[src/rtl/store_buffer.sv]
// store_buffer: posted-write buffer between the CPU memory stage and datamem.
// Stores are queued in a DEPTH-entry circular FIFO. The queue drains one word
// per cycle into datamem whenever no load needs the port. Loads bypass the queue,
// but any pending store to the same word is forwarded, youngest first.
// Optional feature: define STBUF_COALESCE_EN to merge a store into an existing
// entry for the same word instead of allocating a new one.
module store_buffer #(
    parameter int DEPTH = 4
) (
    input  logic        clk,
    input  logic        rst,
    input  logic [31:0] adr,
    input  logic [31:0] writedata,
    input  logic        MR,
    input  logic        MW,
    output logic [31:0] readdata,
    output logic        stall,
    output logic        empty,
    output logic [31:0] mem_adr,
    output logic [31:0] mem_wdata,
    output logic        mem_MR,
    output logic        mem_MW,
    input  logic [31:0] mem_rdata
);
    localparam int AW = $clog2(DEPTH);
    localparam logic [AW:0]   FULL_CNT = (AW+1)'(DEPTH);
    localparam logic [AW:0]   CNT_ONE  = (AW+1)'(1);
    localparam logic [AW-1:0] PTR_ONE  = AW'(1);

    logic [29:0]      word_reg [DEPTH];
    logic [31:0]      data_reg [DEPTH];
    logic [DEPTH-1:0] valid_reg, valid_next;
    logic [AW-1:0]    head_reg, tail_reg;
    logic [AW:0]      count_reg;

    logic [DEPTH-1:0] match;
    logic             full;
    logic             coalesce_hit;
    logic             in_place;
    logic             do_store;
    logic             alloc;
    logic             drain;
    logic             fwd_hit;
    logic [AW-1:0]    fwd_idx;

    // Per-entry word-address compare, shared by coalescing and forwarding.
    generate
        for (genvar gi = 0; gi < DEPTH; gi++) begin : g_match
            assign match[gi] = valid_reg[gi] && (word_reg[gi] == adr[31:2]);
        end
    endgenerate

    assign full  = (count_reg == FULL_CNT);
    assign empty = (count_reg == '0);

`ifdef STBUF_COALESCE_EN
    logic [AW-1:0] hit_idx;

    // Locate the (unique) entry already holding this word.
    always_comb begin
        hit_idx = '0;
        for (int i = 0; i < DEPTH; i++) begin
            if (match[i]) hit_idx = AW'(i);
        end
    end

    assign coalesce_hit = |match;
    // Merging into the head while it drains would lose the new data, so that
    // case allocates a fresh entry instead (the popped slot makes room).
    assign in_place = do_store && coalesce_hit && !(drain && hit_idx == head_reg);
`else
    assign coalesce_hit = 1'b0;
    assign in_place     = 1'b0;
`endif

    assign stall    = MW && full && !coalesce_hit;
    assign do_store = MW && !stall && (adr != 32'd0);
    assign alloc    = do_store && !in_place;
    assign drain    = !empty && !MR;

    // Forwarding: walk from oldest (head) to youngest so the last match wins.
    always_comb begin
        logic [AW-1:0] idx;
        fwd_hit = 1'b0;
        fwd_idx = '0;
        idx     = '0;
        for (int i = 0; i < DEPTH; i++) begin
            idx = head_reg + i[AW-1:0];
            if (match[idx]) begin
                fwd_hit = 1'b1;
                fwd_idx = idx;
            end
        end
    end

    assign readdata = fwd_hit ? data_reg[fwd_idx] : mem_rdata;

    // Memory port: loads own it; otherwise it idles on / drains the head entry.
    assign mem_MR    = MR;
    assign mem_MW    = drain && !rst;
    assign mem_adr   = MR ? {adr[31:2], 2'b00} : {word_reg[head_reg], 2'b00};
    assign mem_wdata = data_reg[head_reg];

    // Valid bits: clear the popped head first so a same-slot allocate survives.
    always_comb begin
        valid_next = valid_reg;
        if (drain) valid_next[head_reg] = 1'b0;
        if (alloc) valid_next[tail_reg] = 1'b1;
    end

    // Pointer, count and valid state; reset drops every pending store.
    always_ff @(posedge clk or posedge rst) begin
        if (rst) begin
            head_reg  <= '0;
            tail_reg  <= '0;
            count_reg <= '0;
            valid_reg <= '0;
        end else begin
            valid_reg <= valid_next;
            if (drain) head_reg <= head_reg + PTR_ONE;
            if (alloc) tail_reg <= tail_reg + PTR_ONE;
            case ({alloc, drain})
                2'b10:   count_reg <= count_reg + CNT_ONE;
                2'b01:   count_reg <= count_reg - CNT_ONE;
                default: count_reg <= count_reg;
            endcase
        end
    end

    // Entry storage: allocate at the tail, or overwrite a coalesced entry.
    always_ff @(posedge clk) begin
`ifdef STBUF_COALESCE_EN
        if (in_place) begin
            data_reg[hit_idx] <= writedata;
        end
`endif
        if (alloc) begin
            word_reg[tail_reg] <= adr[31:2];
            data_reg[tail_reg] <= writedata;
        end
    end
endmodule

[config.mk]
export PLATFORM = sky130hd
export DESIGN_NAME = store_buffer
export DESIGN_NICKNAME = d
export VERILOG_FILES = /design/src/rtl/store_buffer.sv
export SDC_FILE = /design/constraint.sdc
export NUM_CORES = 1
export LEC_CHECK = 0
export ABC_CLOCK_PERIOD_IN_PS = 6090
export CAP_MARGIN = 30
export CORE_MARGIN = 3
export CORE_UTILIZATION = 30
export CTS_BUF_LIST = sky130_fd_sc_hd__clkbuf_16
export DETAILED_ROUTE_END_ITERATION = 16
export PLACE_DENSITY = 0.49
export SYNTH_ARGS = -nofsm -noshare
export SYNTH_HDL_FRONTEND = slang
export SYNTH_SLANG_ARGS = --single-unit
export TNS_END_PERCENT = 30
[constraint.sdc]
create_clock -name clk -period 6.09 [get_ports clk]
set_input_delay 1.218 -clock clk [delete_from_list [all_inputs] [get_ports clk]]
set_output_delay 1.218 -clock clk [all_outputs]
set_load 0.005 [all_outputs]
==> flow_metrics.tcl, run 1 <==
set metrics [dict create \
    grt_max_degree 45 \
    synthMuxAreaShare_pct 16.77 \
    timing.final.ws_setup_ns 0.01286 \
    min_from "valid_reg[1]" \
    worstReg2RegEnd "word_reg[2][18]" \
    crit_chain "clkdlybuf4s50_1 > buf_4 > xnor2_1 > nand4_1 > or4_4 > or3_4 > a21o_1 > o22a_4 > buf_4 > buf_12 > a21boi_1 > a211oi_1 > a211oi_1 > buf_4 > clkdlybuf4s50_1" \
    hpwl_mm 27.33 \
    overflow 0 \
    largest_reg_flops 128 \
    synthTopCellsByCount "edfxtp_1 (248), xnor2_1 (91), mux4_2 (62)" \
    ys_seq_area_share_pct 59.32 \
    synth_area_leaders "edfxtp_1 (57%), mux4_2 (11%), xnor2_1 (6.1%)" \
    synth-compound-area-share_pct 5.901 \
    slowest_delay_ns 0.49 \
    worstRegToRegCells 5 \
    dieArea_um2 45930 \
    r2r-start "count_reg[0]" \
    synth-seq-cells 259 \
    pin_count 200 \
    drt_iter0_drc 515 \
    antenna_found_initial 0 \
    routed-via-count 8264 \
    synth_top_family_by_area "multiplexers" \
    skew_ns 0.008153 \
    slew_violations 0 \
    timing.final.crit_period_ns 6.077 \
    yosysTopAreaCellShare_pct 57.20 \
    syn_inst 828 \
    rows 75 \
    drc 0 \
    core_area_um2 42420 \
    worst_pin_slew_ns 0.8136 \
    drive_gt1_share_pct 27.55 \
    grt_usage_pct 16.85 \
    place_ws_ns -0.2097 \
    ir_drop_uv 212.4 \
    nets 1214 \
    grt_pass1_wl_mm 58.61 \
    grt_pass1_vias 8822 \
    cap_violations 0 \
    crit_required_ns 4.87 \
    async_reset_ff_share_pct 4.247 \
    cp_num_buf_inv 6 \
    power_leakage_nw 6.309 \
    cts-hold-fix-buffers 0 \
    multi_input_area_um2 5007 \
    syn_avg_cell_area_um2 15.72 \
    floorplan.initialDensity_pct 30.69 \
    place_congestion 0.7781 \
    cp-endpoint "readdata[1]" \
    reg2reg_setup_slack_ns 3.64 \
    path_class "in -> out" \
    start_kind "input port" \
    synth_edf_count 248 \
    cts_tree "built" \
    crit_path_frequent_cell "buf_4" \
    cp_max_fo 23 \
    seq_power_share_pct 39.5 \
    die_h_um 214.3 \
    numPortBuffers 197 \
    fp.dieW_um 214.3 \
    dp_cells 1640 \
    cts_root_buffer "clkbuf_16" \
    max_freq_ghz 0.1646 \
    critical_path.endpoint_type "primary output" \
    fin_crit_sh_pct 99.79 \
    synth-main-ff-cell "edfxtp_1" \
    crit_slowest_cell "or4_4" \
    switching_share_pct 29.50 \
    tns_ns 0 \
    fillCellCount 4000 \
    numCtsBuffers 31 \
    synth_area_leader_cell "edfxtp_1" \
    p_switching_mw 1.993 \
    synth-simple-area-share_pct 4.825 \
    drt_pre_antenna_iters 4 \
    antenna_left 0 \
    final_cell_count_no_fill 1706 \
    cts.sinks 259 \
    synth.most_common_cell "edfxtp_1" \
    cp_top_family "buffers and inverters" \
    synth_fa_ha_area_share_pct 1.019 \
    clockBufferDepth 3 \
    wire_per_inst_um 23.19 \
    setup_viol 0 \
    yosysWarningCount 0 \
    cp.arrival_ns 4.86 \
    hp-class "reg -> reg" \
    seqCellArea_um2 7730 \
    area_growth_pct 35.44 \
    clk_latency_ns 0.57 \
    powerDensity_nw_per_um2 383.2 \
    h-tree-depth 1 \
    rsz0062_at_grt "true" \
    hold_viol 0 \
    cp-startpoint "adr[25]" \
    clkTransAtPathRegs_ns 0.06 \
    diodes 0 \
    p_comb_share_pct 31.5 \
    pwr-share-clk_pct 29.1 \
    status "finished, final reports clean" \
    ys_types 48 \
    max_slew_margin_pct 45.76 \
    vias_per_cell 4.844 \
    synth_area_um2 13020 \
    synth-xor-area-share_pct 8.525 \
    worst-path-stages 15 \
    wirelength_mm 39.55 \
    internal-power_mw 4.764 \
]
worst register-to-register path: stages, from the launching register on:
cell	delay, ns
dfrtp_1	0.41
nor2_1	0.07
nand2_1	0.07
o211a_1	0.29
and2_4	0.53
buf_4	0.68
worst min path at each step:
stage                   end  slack, ns  depth (start not counted)
2_1_floorplan  valid_reg[0]       0.45                          1
3_3_place_gp   valid_reg[1]       0.47                          1
3_5_place_dp   valid_reg[1]       0.48                          1
4_1_cts        valid_reg[1]       0.49                          1
5_1_grt        valid_reg[2]       0.53                          1
6_report       valid_reg[1]       0.48                          1
timing repair:
action                                  in CTS  in global routing
pin swaps                                   10                 17
endpoints found under the setup margin      32                 17
resized for setup                           53                 18
buffers inserted                             1                  6
endpoints found under the hold margin        0                  0
metrics by stage:
stage | cell area, um^2 | power [mW] | utilization, % | hold WS (ns)
floorplan | 13020 | 3.775 | - | 0.4494
detailed placement | 16310 | 4.868 | 38.45 | 0.4773
CTS | 17510 | 6.884 | 41.29 | 0.4887
global placement | 16310 | 4.874 | 38.45 | 0.4702
global route | 17630 | 7.097 | 41.57 | 0.5267
finish | 17630 | 6.757 | 41.57 | 0.4845
layout make-up:
class | count | share of cell area, %
Multi-Input combinational cell | 484 | 28.40
Clock inverter | 27 | 1.845
Clock buffer | 31 | 4.399
Timing Repair Buffer | 314 | 17.13
Sequential cell | 259 | 43.84
Tap cell | 577 | 4.094
Inverter | 14 | 0.2980
per-layer routing:
| layer | part of all wire (%) | wire length (um) | global-route usage, % | vias to the layer above |
|---|---|---|---|---|
| li1 | - | - | - | 3793 |
| met1 | 46 | 18070 | 23.48 | 4246 |
| met2 | 48 | 18910 | 27.66 | 182 |
| met3 | 4.7 | 1877 | 3.259 | 43 |
| met4 | 1.8 | 705 | 3.260 | 0 |
| met5 | 0 | 0 | 0 | - |
logic make-up after synthesis:
family	Yosys count
flip-flops	259
multiplexers	135
XOR/XNOR	125
AND/OR/NAND/NOR	120
AO/OA/AOI/OAI	92
buffers and inverters	86
adder cells (fa/ha/maj)	10
other	1
power by group through the flow:
stage | clock, mW | combinational, mW | sequential [mW]
after detailed placement | 0 | 2.16 | 2.71
after floorplan | 0 | 1.23 | 2.54
after CTS | 2.03 | 2.18 | 2.68
after global placement | 0 | 2.17 | 2.70
after global routing | 2.09 | 2.29 | 2.72
final | 1.96 | 2.13 | 2.67
cell usage in the layout (no fill, tap or decap), drive strengths merged, types with 8 or more instances in the layout:
| cell | n |
|---|---|
| mux2 | 36 |
| edfxtp | 248 |
| mux2i | 37 |
| mux4 | 62 |
| dfrtp | 11 |
| a211oi | 41 |
| ha | 9 |
| nand2 | 13 |
| inv | 17 |
| xnor2 | 93 |
| nand3 | 8 |
| buf | 118 |
| clkinv | 14 |
| clkdlybuf4s50 | 153 |
| clkbuf | 31 |
| a221oi | 9 |
| dlygate4sd2 | 32 |
| a21boi | 20 |
| dlymetal6s2s | 11 |
| nor4 | 18 |
| nor2 | 33 |
| xor2 | 32 |
| nand4 | 26 |
Note: power is estimated with default switching activity, not from simulation.
==> run 2, diff against run 1 <==
--- a/config.mk
+++ b/config.mk
@@ -8,10 +8,11 @@
 export ABC_CLOCK_PERIOD_IN_PS = 6090
 export CAP_MARGIN = 30
 export CORE_MARGIN = 3
-export CORE_UTILIZATION = 30
-export CTS_BUF_LIST = sky130_fd_sc_hd__clkbuf_16
+export CORE_UTILIZATION = 50
+export CTS_BUF_LIST = sky130_fd_sc_hd__clkbuf_8
 export DETAILED_ROUTE_END_ITERATION = 16
-export PLACE_DENSITY = 0.49
+export DONT_BUFFER_PORTS = 1
+export PLACE_DENSITY = 0.64
 export SYNTH_ARGS = -nofsm -noshare
 export SYNTH_HDL_FRONTEND = slang
 export SYNTH_SLANG_ARGS = --single-unit
==> run 2 against run 1 <==
Net effect:
- worst hold slack better by 0.024 ns
- utilization up 13 points
- highest routed layer unchanged
- critical path depth down 5
- clock skew up 0.0062 ns
- register-to-register slack worse by 0.10 ns
- sequential cell count unchanged
- largest cell class unchanged
==> flow_metrics.tcl, run 2 (same netlist as run 1, synthesis figures left out) <==
set metrics [dict create \
    worst_pin_slew_ns 0.8592 \
    clkTransAtPathRegs_ns 0.06 \
    floorplan.initialDensity_pct 51.26 \
    worstRegToRegCells 5 \
    cp.arrival_ns 4.31 \
    seq_power_share_pct 48.1 \
    clk_latency_ns 0.54 \
    antenna_left 0 \
    min_path_cells 1 \
    largest_reg_flops 128 \
    nets 930 \
    numPortBuffers 0 \
    area_growth_pct 7.314 \
    skew_ns 0.01437 \
    path_class "in -> out" \
    hold_viol 0 \
    wire_per_inst_um 28.02 \
    diodes 0 \
    layout_common_cells "edfxtp_1 (248), xnor2_1 (91), mux4_2 (62), clkbuf_8 (43), mux2i_1 (37)" \
    rsz0062_at_grt "false" \
    cp_max_fo 19 \
    clockBufferDepth 3 \
    drive_gt1_share_pct 22.27 \
    cts-hold-fix-buffers 0 \
    hpwl_mm 21.87 \
    max_freq_ghz 0.1810 \
    post_cts_resize_count 0 \
    internal-power_mw 3.791 \
    dieArea_um2 28010 \
    overflow 0 \
    core_area_um2 25400 \
    timing.final.crit_period_ns 5.524 \
    fin_area_um2 13970 \
    min_from "count_reg[2]" \
    crit_required_ns 4.87 \
    grt_pass1_vias 7896 \
    drt_pre_antenna_iters 5 \
    post-cts-setup-buffers 0 \
    final_common_cell "edfxtp_1" \
    grt_usage_pct 23.34 \
    slew_violations 0 \
    setup_viol 0 \
    p_switching_mw 1.761 \
    p_comb_share_pct 26.9 \
    place_congestion 0.8896 \
    pwr-share-clk_pct 25.0 \
    drc 0 \
    postLayoutCoreUtil_pct 55.00 \
    h-tree-depth 2 \
    drt_iter0_drc 576 \
    rows 58 \
    hold_end "count_reg[2]" \
    critical_path.endpoint_type "primary output" \
    routed-via-count 7459 \
    powerDensity_nw_per_um2 397.4 \
    power_leakage_nw 4.664 \
    status "finished, final reports clean" \
    dpl_cell_area_um2 13190 \
    grt_pass1_wl_mm 49.96 \
    fp.dieW_um 167.4 \
    numCtsBuffers 43 \
    grt_max_degree 47 \
    hp-class "reg -> reg" \
    switching_share_pct 31.72 \
    antenna_found_initial 0 \
    wirelength_mm 33.15 \
    die_h_um 167.4 \
    cts_tree "built" \
    r2r-start "count_reg[0]" \
    cts_root_buffer "clkbuf_8" \
    tns_ns 0 \
    start_kind "input port" \
    cap_violations 0 \
    worstReg2RegEnd "word_reg[1][21]" \
    reg2reg_setup_slack_ns 3.54 \
    fin_crit_sh_pct 90.70 \
    fillCellCount 2020 \
    pin_count 200 \
    ir_drop_uv 214.3 \
    cts.sinks 259 \
    max_slew_margin_pct 42.72 \
    vias_per_cell 6.305 \
]
==> run 2: cell count changes in the layout (fill, tap and decap cells not counted), moves of 11 or more <==
cell	before	now
clkdlybuf4s50_1	153	0
buf_4	102	15
clkbuf_8	0	43
dlygate4sd2_1	32	0
clkbuf_16	31	0
buf_12	15	2
dlymetal6s2s_1	11	0
==> run 2: power by group through the flow <==
stage	clock, mW	sequential (mW)	combinational (mW)
4_1_cts	1.42	2.68	1.52
6_report	1.39	2.67	1.49
5_1_grt	1.52	2.71	1.61
3_3_place_gp	0	2.68	1.50
2_1_floorplan	0	2.54	1.23
3_5_place_dp	0	2.71	1.51
==> run 2: area by class of cell <==
class / count / area [um^2] / area share, %
repair buffers: 18 / 163.9 / 1.173
inverters: 14 / 52.55 / 0.3761
flip-flops and latches: 259 / 7730 / 55.33
multi-input cells: 484 / 4840 / 34.64
clock inverters: 35 / 180.2 / 1.290
well taps: 330 / 412.9 / 2.955
clock buffers: 43 / 591.8 / 4.236
==> run 2: how the worst max path moves through the flow <==
stage	startpoint	to	slack, ns	cells past startpoint
3_3_place_gp	adr[20]	readdata[31]	0.68	10
4_1_cts	adr[20]	readdata[31]	0.68	10
6_report	adr[20]	readdata[31]	0.57	10
3_5_place_dp	adr[20]	readdata[31]	0.69	10
5_1_grt	adr[20]	readdata[31]	0.51	10
2_1_floorplan	adr[20]	readdata[10]	1.21	12
==> run 2: critical path, cell delays in order <==
cell      delay [ns]
xnor2_1         0.29
nand4_1         0.13
or4_1           0.57
or3_1           0.38
a221oi_2        0.32
o22a_4          0.21
and2_1          0.37
buf_12          0.23
mux2i_1         0.10
a211oi_1        0.48
==> run 2: stage by stage <==
step	hold slack [ns]	cells	worst slack (ns)	power [mW]
2_1_floorplan	0.4494	829	1.212	3.775
3_3_place_gp	0.4937	1104	0.6841	4.185
3_5_place_dp	0.5014	1104	0.6885	4.221
4_1_cts	0.5119	1182	0.6823	5.621
5_1_grt	0.5241	1183	0.5137	5.837
6_report	0.5085	1183	0.5662	5.552
==> run 2: routing by layer <==
metal / vias to the layer above / global-route usage (%) / share of wire, %
li1: 3211 / - / -
met1: 3897 / 32.42 / 42
met2: 300 / 37.16 / 49
met3: 51 / 6.185 / 7.6
met4: 0 / 5.941 / 1.8
met5: - / 0 / 0
==> run 3, diff against run 2 <==
--- a/config.mk
+++ b/config.mk
@@ -6,7 +6,7 @@
 export NUM_CORES = 1
 export LEC_CHECK = 0
 export ABC_CLOCK_PERIOD_IN_PS = 6090
-export CAP_MARGIN = 30
+export CAP_MARGIN = 20
 export CORE_MARGIN = 3
 export CORE_UTILIZATION = 50
 export CTS_BUF_LIST = sky130_fd_sc_hd__clkbuf_8
==> run 3 against run 2 <==
Net effect:
- non-clock buffer count down 1
- sequential power about the same
- maximum frequency down 0.22%
- clock power about the same
- register-to-register slack about the same
- die area unchanged
- worst setup slack worse by 0.012 ns
- highest routed layer unchanged
- sequential share of layout area about the same
- global-route usage unchanged
- final area about the same
==> flow_metrics.tcl, run 3 (same netlist as run 1, synthesis figures left out) <==
set metrics [dict create \
    critical_path.endpoint_type "primary output" \
    setup_viol 0 \
    drt_pre_antenna_iters 5 \
    vias_per_cell 6.277 \
    hpwl_mm 21.87 \
    crit_required_ns 4.87 \
    rsz0062_at_grt "false" \
    numCtsBuffers 43 \
    core_area_um2 25400 \
    final_cell_count_no_fill 1182 \
    clk_latency_ns 0.54 \
    die_h_um 167.4 \
    dpl_cell_area_um2 13190 \
    layout_common_cells "edfxtp_1 (248), xnor2_1 (91), mux4_2 (62), clkbuf_8 (43), mux2i_1 (37)" \
    drive_gt1_share_pct 22.18 \
    dieArea_um2 28010 \
    h-tree-depth 2 \
    powerDensity_nw_per_um2 397.6 \
    place_congestion 0.8896 \
    cap_violations 0 \
    antenna_found_initial 0 \
    cts.sinks 259 \
    grt_pass1_wl_mm 49.96 \
    drt_iter0_drc 583 \
    fin_area_um2 13960 \
    fin_crit_sh_pct 90.91 \
    fp.dieW_um 167.4 \
    worst_pin_slew_ns 1.029 \
    final_common_cell "edfxtp_1" \
    post-cts-setup-buffers 0 \
    ir_drop_uv 214.6 \
    grt_max_degree 47 \
    place_ws_ns 0.6885 \
    pin_count 200 \
    grt_pass1_vias 7896 \
    hold_viol 0 \
    grt_usage_pct 23.34 \
    drc 0 \
    wirelength_mm 33.01 \
    dp_cells 1104 \
    wire_per_inst_um 27.92 \
    numPortBuffers 0 \
    path_class "in -> out" \
    cts_root_buffer "clkbuf_8" \
    slowest_delay_ns 0.57 \
    slew_violations 0 \
    cp_max_fo 19 \
    timing.final.crit_period_ns 5.536 \
    skew_ns 0.01360 \
    clockBufferDepth 3 \
    power_leakage_nw 4.658 \
    status "finished, final reports clean" \
    cts_tree "built" \
    diodes 0 \
    cp.arrival_ns 4.32 \
    antenna_left 0 \
    nets 929 \
    max_slew_margin_pct 30.99 \
    overflow 0 \
    routed-via-count 7420 \
    crit_slowest_cell "or4_1" \
    largest_reg_flops 128 \
    p_total_mw 5.551 \
    area_growth_pct 7.227 \
    start_kind "input port" \
    crit_chain "xnor2_1 > nand4_1 > or4_1 > or3_1 > a221oi_2 > o22a_4 > and2_1 > buf_12 > mux2i_1 > a211oi_1" \
    timing.final.ws_setup_ns 0.5538 \
    clkTransAtPathRegs_ns 0.06 \
    floorplan.initialDensity_pct 51.26 \
    cts-hold-fix-buffers 0 \
    hp-class "reg -> reg" \
    rows 58 \
    tns_ns 0 \
    post_cts_resize_count 0 \
    max_freq_ghz 0.1806 \
]
## run 3: path summary, 6_finish.rpt
path / startpoint / end / slack (ns) / cells after the start
max: adr[20] / readdata[31] / 0.55 / 10
min: count_reg[2] / count_reg[2] / 0.51 / 1
max reg2reg: count_reg[0] / word_reg[2][2] / 3.53 / 5
min reg2reg: count_reg[2] / count_reg[2] / 0.51 / 1
max in group asynchronous: rst / head_reg[0] / 5.16 / 1
min in group asynchronous: rst / count_reg[2] / 0.57 / 1
## run 3: power by group
part           total (mW)  internal, mW  switching, mW
logic                1.49         0.710          0.785
clock network        1.39         0.705          0.682
registers            2.67          2.38          0.293
total                5.55          3.79           1.76
## run 3: per-layer routing
layer / routed length [um] / global-route usage [%] / up-vias
li1: - / - / 3211
met1: 13710 / 32.42 / 3860
met2: 16120 / 37.16 / 297
met3: 2569 / 6.185 / 52
met4: 603 / 5.941 / 0
met5: 0 / 0 / -
## run 3: metrics by stage
| stage | hold slack [ns] | util [%] |
|---|---|---|
| floorplan | 0.4494 | - |
| global placement | 0.4937 | 51.92 |
| detailed placement | 0.5014 | 51.92 |
| CTS | 0.5119 | 54.96 |
| global route | 0.5241 | 54.96 |
| finish | 0.5076 | 54.96 |
## run 3: critical path, delay by kind of cell
kind | cells | cell delay, ns
buffers and inverters | 1 | 0.23
muxes | 1 | 0.10
AOI/OAI and AO/OA | 3 | 0.99
and+or+nand+nor | 4 | 1.45
xor gates and xnor gates | 1 | 0.31
## run 3: layout make-up
type                       instances  area, um^2
timing repair buffer              17       152.6
fill                            2020       11440
multi-input combinational        484        4840
clock inverter                    35       180.2
sequential                       259        7730
tap                              330       412.9
clock buffer                      43       591.8
inverter                          14       52.55
